<file path="src/rtl/axis_skid_buffer.sv">
// Two-entry skid buffer carrying data plus a last flag with valid/ready on both sides.
// The head entry drives the master side directly from registers.
module axis_skid_buffer #(
    parameter int unsigned DATA_WIDTH = 32
) (
    input  logic                  clk,
    input  logic                  rst,
    input  logic [DATA_WIDTH-1:0] s_data,
    input  logic                  s_last,
    input  logic                  s_valid,
    output logic                  s_ready,
    output logic [DATA_WIDTH-1:0] m_data,
    output logic                  m_last,
    output logic                  m_valid,
    input  logic                  m_ready,
    output logic [1:0]            level
);

    logic [DATA_WIDTH-1:0] head_data, head_data_n;
    logic [DATA_WIDTH-1:0] tail_data, tail_data_n;
    logic                  head_last, head_last_n;
    logic                  tail_last, tail_last_n;
    logic [1:0]            count, count_n;
    logic                  push_c;
    logic                  pop_c;

    assign push_c  = s_valid & s_ready;
    assign pop_c   = m_valid & m_ready;
    assign m_data  = head_data;
    assign m_last  = head_last;
    assign level   = count;

    // Next occupancy and entry contents from push/pop
    always_comb begin
        head_data_n = head_data;
        head_last_n = head_last;
        tail_data_n = tail_data;
        tail_last_n = tail_last;
        count_n     = count;
        case (count)
            2'd0: begin
                if (push_c) begin
                    head_data_n = s_data;
                    head_last_n = s_last;
                    count_n     = 2'd1;
                end
            end
            2'd1: begin
                if (push_c && pop_c) begin
                    head_data_n = s_data;
                    head_last_n = s_last;
                end else if (push_c) begin
                    tail_data_n = s_data;
                    tail_last_n = s_last;
                    count_n     = 2'd2;
                end else if (pop_c) begin
                    count_n     = 2'd0;
                end
            end
            2'd2: begin
                if (pop_c) begin
                    head_data_n = tail_data;
                    head_last_n = tail_last;
                    count_n     = 2'd1;
                end
            end
            default: count_n = 2'd0;
        endcase
    end

    // Entry registers and registered handshake flags
    always_ff @(posedge clk or posedge rst) begin
        if (rst) begin
            head_data <= '0;
            head_last <= 1'b0;
            tail_data <= '0;
            tail_last <= 1'b0;
            count     <= 2'd0;
            m_valid   <= 1'b0;
            s_ready   <= 1'b1;
        end else begin
            head_data <= head_data_n;
            head_last <= head_last_n;
            tail_data <= tail_data_n;
            tail_last <= tail_last_n;
            count     <= count_n;
            m_valid   <= (count_n != 2'd0);
            s_ready   <= (count_n != 2'd2);
        end
    end

endmodule

</file>
<file path="src/rtl/axis_bram_reader.sv">
// Streams BRAM words 0..L out over AXI-Stream, one-shot or continuously until stopped.
// Reads are only issued when the skid buffer is guaranteed room for the returning word,
// which hides the one-cycle BRAM latency without bubbles.
module axis_bram_reader #(
    parameter int unsigned AXIS_TDATA_WIDTH = 32,
    parameter int unsigned BRAM_DATA_WIDTH  = 32,
    parameter int unsigned BRAM_ADDR_WIDTH  = 10,
    parameter string       CONTINUOUS       = "FALSE"
) (
    input  logic                        aclk,
    input  logic                        areset,
    input  logic [BRAM_ADDR_WIDTH-1:0]  cfg_data,
    input  logic                        cfg_start,
    input  logic                        cfg_stop,
    output logic                        sts_busy,
    output logic [BRAM_ADDR_WIDTH-1:0]  sts_data,
    output logic [AXIS_TDATA_WIDTH-1:0] m_axis_tdata,
    output logic                        m_axis_tvalid,
    input  logic                        m_axis_tready,
    output logic                        m_axis_tlast,
    output logic                        bram_portb_clk,
    output logic                        bram_portb_rst,
    output logic [BRAM_ADDR_WIDTH-1:0]  bram_portb_addr,
    input  logic [BRAM_DATA_WIDTH-1:0]  bram_portb_rddata
);

    localparam bit CONT = (CONTINUOUS == "TRUE");

    typedef enum logic [1:0] {
        IDLE  = 2'd0,
        RUN   = 2'd1,
        DRAIN = 2'd2
    } state_t;

    state_t                      state, state_n;
    logic [BRAM_ADDR_WIDTH-1:0]  addr, addr_n;
    logic [BRAM_ADDR_WIDTH-1:0]  last_addr, last_addr_n;
    logic [BRAM_ADDR_WIDTH-1:0]  cnt, cnt_n;
    logic                        stop_flag, stop_n;
    logic                        pend, pend_n;
    logic                        pend_last, pend_last_n;
    logic                        busy_n;

    logic                        sk_s_ready;
    logic                        sk_m_valid;
    logic                        sk_m_last;
    logic [1:0]                  sk_level;

    logic                        pop_c;
    logic                        room_c;
    logic                        issue_c;
    logic                        at_last_c;
    logic                        final_xfer_c;

    assign bram_portb_clk  = aclk;
    assign bram_portb_rst  = areset;
    assign bram_portb_addr = addr;
    assign sts_data        = cnt;
    assign m_axis_tvalid   = sk_m_valid;
    assign m_axis_tlast    = sk_m_last;

    assign pop_c        = sk_m_valid & m_axis_tready;
    // Words held plus the one in flight must leave a slot for the read issued now
    assign room_c       = (3'(sk_level) + 3'(pend)) < (3'd2 + 3'(pop_c));
    assign issue_c      = (state == RUN) && room_c;
    assign at_last_c    = (addr == last_addr);
    // Only the very last outstanding word ends the drain (guards single-word passes)
    assign final_xfer_c = pop_c && sk_m_last && (sk_level == 2'd1) && !pend;

    // Next-state, read issue, stop flag and transfer counter
    always_comb begin
        state_n     = state;
        addr_n      = addr;
        last_addr_n = last_addr;
        stop_n      = stop_flag;
        pend_n      = pend & ~sk_s_ready;
        pend_last_n = pend_last;
        cnt_n       = cnt;

        if (pop_c) begin
            cnt_n = sk_m_last ? '0 : cnt + BRAM_ADDR_WIDTH'(1);
        end

        if (issue_c) begin
            pend_n      = 1'b1;
            pend_last_n = at_last_c;
        end

        case (state)
            IDLE: begin
                if (cfg_start) begin
                    state_n     = RUN;
                    last_addr_n = cfg_data;
                    addr_n      = '0;
                    stop_n      = cfg_stop;
                    cnt_n       = '0;
                end
            end
            RUN: begin
                if (cfg_stop) begin
                    stop_n = 1'b1;
                end
                if (issue_c) begin
                    if (at_last_c) begin
                        addr_n = '0;
                        if (!CONT || stop_flag || cfg_stop) begin
                            state_n = DRAIN;
                        end
                    end else begin
                        addr_n = addr + BRAM_ADDR_WIDTH'(1);
                    end
                end
            end
            DRAIN: begin
                if (final_xfer_c) begin
                    state_n = IDLE;
                    stop_n  = 1'b0;
                end
            end
            default: state_n = IDLE;
        endcase

        busy_n = (state_n != IDLE);
    end

    // Control registers
    always_ff @(posedge aclk or posedge areset) begin
        if (areset) begin
            state     <= IDLE;
            addr      <= '0;
            last_addr <= '0;
            cnt       <= '0;
            stop_flag <= 1'b0;
            pend      <= 1'b0;
            pend_last <= 1'b0;
            sts_busy  <= 1'b0;
        end else begin
            state     <= state_n;
            addr      <= addr_n;
            last_addr <= last_addr_n;
            cnt       <= cnt_n;
            stop_flag <= stop_n;
            pend      <= pend_n;
            pend_last <= pend_last_n;
            sts_busy  <= busy_n;
        end
    end

    axis_skid_buffer #(
        .DATA_WIDTH (AXIS_TDATA_WIDTH)
    ) u_skid (
        .clk     (aclk),
        .rst     (areset),
        .s_data  (AXIS_TDATA_WIDTH'(bram_portb_rddata)),
        .s_last  (pend_last),
        .s_valid (pend),
        .s_ready (sk_s_ready),
        .m_data  (m_axis_tdata),
        .m_last  (sk_m_last),
        .m_valid (sk_m_valid),
        .m_ready (m_axis_tready),
        .level   (sk_level)
    );

endmodule

</file>
<file path="config.mk">
export PLATFORM = sky130hd
export DESIGN_NAME = axis_bram_reader
export DESIGN_NICKNAME = d
export VERILOG_FILES = /design/src/rtl/axis_skid_buffer.sv /design/src/rtl/axis_bram_reader.sv
export SDC_FILE = /design/constraint.sdc
export NUM_CORES = 1
export LEC_CHECK = 0
export BUFFER_PORTS_ARGS = -buffer_cell sky130_fd_sc_hd__buf_4
export CAP_MARGIN = 20
export CORE_AREA = 2 2 120 122
export CTS_BUF_LIST = sky130_fd_sc_hd__clkbuf_8
export DETAILED_ROUTE_END_ITERATION = 12
export DIE_AREA = 0 0 122 124
export GPL_ROUTABILITY_DRIVEN = 0
export PLACE_DENSITY_LB_ADDON = 0.2
export SLEW_MARGIN = 25
export SYNTH_ARGS = -nofsm -noshare
export SYNTH_HDL_FRONTEND = slang
export SYNTH_SLANG_ARGS = --single-unit
</file>
<file path="constraint.sdc">
create_clock -name aclk -period 6.6 [get_ports aclk]
set_input_delay 0.33 -clock aclk [delete_from_list [all_inputs] [get_ports aclk]]
set_output_delay 0.33 -clock aclk [all_outputs]
set_load 0.05 [all_outputs]
</file>
==> flow_summary.yaml <==
worst_setup_path:
  cpMaxStageDelayCell: "buf_4"
  crit_buf_inv: 3
  path_max_fanout: 2
  path_delay_family: "buffers and inverters"
  r2r_cells: 4
  cp-start-kind: "clock port"
  worstSetupEndpointType: "primary output"
  crit_required_ns: 6.27
  cp_common_cell: "clkbuf_8"
  crit_end: "bram_portb_clk"
  critPathLaunch: "aclk"
  crit_cells: 3
  rr_endpoint: "bram_portb_addr[6]"
  reg2reg_from: "bram_portb_addr[2]"
  rrSetupSlack_ns: 4.34
  path_class: "clock port to primary output"
  arrival_ns: 3.70
  cp_slowest_stage_delay_ns: 0.18
  crit_chain: "clkbuf_8 -> clkbuf_8 -> buf_4"
detailed_routing:
  dr.pass1.iters: 4
  drtIter0Drc: 248
  routed_wl_mm: 11.4
  ant_nets: 0
  viasPerCell: 5.05
  wl_per_cell_um: 15.1
  via_count: 3809
  drc: 0
final_layout:
  diodes: 0
  layout.nets: 620
  num-fill-cells: 1324
  most-common-layout-cells: "110 x nand2_1, 105 x buf_4, 104 x dfrtp_1"
  layout_commonest_cell: "nand2_1"
  area_growth_pct: 25.9
  drive_gt1_frac: 0.293
timing:
  hold_violations: 0
  slew_violations: 0
  setup_tns_ns: 0
  tightest_slew_ns: 0.916
  slew_headroom: 0.388
  rsz0062_at_grt: "no"
  worst_slack_ns: 2.57
  setup_violations: 0
  skew_ns: 0.0101
logic_synthesis:
  yosys.area.top_type: "dfrtp_1"
  synth_cell_types: 42
  synth_edf_count: 0
  synth.ff_latch_count: 105
  yosysWarnings: 0
  synth_area_um2: 4780
  postSynthCellCount: 473
  synth_top_cell_area_share: 0.544
  synthesis.nets: 524
  ys_seq_area_frac: 0.550
  ys.flop_type: "dfrtp_1"
  ys_async_sr_fraction: 1.00
  syn_area_per_cell_um2: 10.1
  yosys-top-cells-area: "dfrtp_1 54%, nand2_1 8.6%, mux2_2 7.8%"
floorplanning:
  dieWidth_um: 122
  core_area_um2: 13700
  dieHeight_um: 124
  initial_core_util: 0.348
  ios: 104
  design.die.area_um2: 15100
  rows: 43
place:
  post-place-ws_ns: 2.80
  numPortBuffers: 102
  dp_hpwl_mm: 7.36
global_route:
  grt_first_pass_wirelength_mm: 18.9
  grt_start_max_net_pins: 85
  met1_usage: 0.190
  grt_pass1_vias: 3858
  met2_usage: 0.269
  globalRouteMet3Util: 0.0600
  globalRoute.totalOverflow: 0
  grt-busiest-layer: "met2"
  grtUsageTotal: 0.162
  grt_antenna_before_repair: 0
pwr:
  intPower_mw: 1.79
  p_sw_frac: 0.477
  power_mw: 3.42
  power_frac_seq: 0.340
  leakagePower_nw: 2.67
  p_sw_mw: 1.63
  pwr-share-clk: 0.147
  peakVddDrop_v: 0.000292
  combPwrFrac: 0.512
  power_density_nw_per_um2: 569
clock_network:
  cts_tree: "done"
  clkLatencyLatePin_ns: 0.48
  clk_pin_slew_worst_paths_ns: 0.10
status:
  status: "completed"
job:
  maxCapViolCount: 0
min_path:
  hp-class: "input pin to register"
worst min-delay path, cell delays in order:
cell and delay [ns]:
buf_4 0.08, nand2_1 0.04, nand2_1 0.05
state kept, by name (all words and copies together), names as in the netlist:
signal and flops:
u_skid.m_data 32, u_skid.tail_data 32, bram_portb_addr 10, last_addr 10
sts_data 10, state 2, u_skid.level 2, pend 1
pend_last 1, sts_busy 1, u_skid.m_last 1, u_skid.m_valid 1
u_skid.s_ready 1, u_skid.tail_last 1
synthesized netlist by cell type, drive strengths merged, types with 7 or more instances:
master and count:
buf 15, xnor2 13, a31oi 33, inv 9, dfrtp 104, mux2 33, nand3 15, nand2 110
o311ai 10, nor2 46, o211ai 7, nand4 8, clkbuf 15
worst min-delay path by stage:
stage / slack, ns / end / startpoint / cells after the start
after floorplan: 0.44 / last_addr[0] / cfg_data[0] / 2
after global placement: 0.32 / sts_data[5] / areset / 2
after detailed placement: 0.32 / sts_data[5] / areset / 2
after CTS: 0.002 / last_addr[0] / cfg_data[0] / 3
after global routing: 0.004 / last_addr[5] / cfg_data[5] / 3
final: 0.03 / last_addr[5] / cfg_data[5] / 3
power groups by stage:
stage	Combinational, mW	Clock (mW)	Sequential, mW
global placement	1.73	0.0327	1.16
CTS	1.77	0.526	1.16
floorplan	0.854	0.0327	1.59
global route	1.91	0.554	1.21
detailed placement	1.77	0.0327	1.18
finish	1.75	0.504	1.17
kinds of logic (layout without fill, tap and decap cells):
group,count (synthesis),count (layout),share of synthesized area
compound gates,73,73,0.111
xor+xnor,19,19,0.0348
fa+ha+maj,4,4,0.0105
buf+inv,39,140,0.0364
flops,105,105,0.550
mux,33,33,0.0777
simple gates,200,200,0.180
final cells by class:
| class | instances | area [µm²] | share of cell area |
|---|---|---|---|
| Clock buffer | 15 | 200 | 0.0333 |
| Clock inverter | 5 | 61.3 | 0.0102 |
| Inverter | 9 | 36.3 | 0.00603 |
| Multi-Input combinational cell | 329 | 2000 | 0.332 |
| Sequential cell | 105 | 2630 | 0.437 |
| Tap cell | 180 | 225 | 0.0374 |
| Timing Repair Buffer | 111 | 870 | 0.144 |
what timing repair did:
action	4_1_cts	5_1_grt
hold buffers	3	2
hold endpoints to repair	23	2
setup buffers	0	0
resized for setup	0	0
stage by stage:
step / hold slack, ns / cell area (µm²) / instances / util
floorplan: 0.435 / 4780 / 473 / -
global placement: 0.315 / 5680 / 729 / 0.414
detailed placement: 0.321 / 5710 / 730 / 0.417
CTS: 0.00172 / 6000 / 752 / 0.437
global route: 0.00384 / 6020 / 754 / 0.439
finish: 0.0345 / 6020 / 754 / 0.439
per-layer routing:
layer  part of all wire  up-vias
met4              0.014        0
met1               0.43     1883
met2               0.50       91
li1                   -     1826
met3              0.061        9
met5                  0        -
No activity file was read; power rests on OpenSTA's default activity.
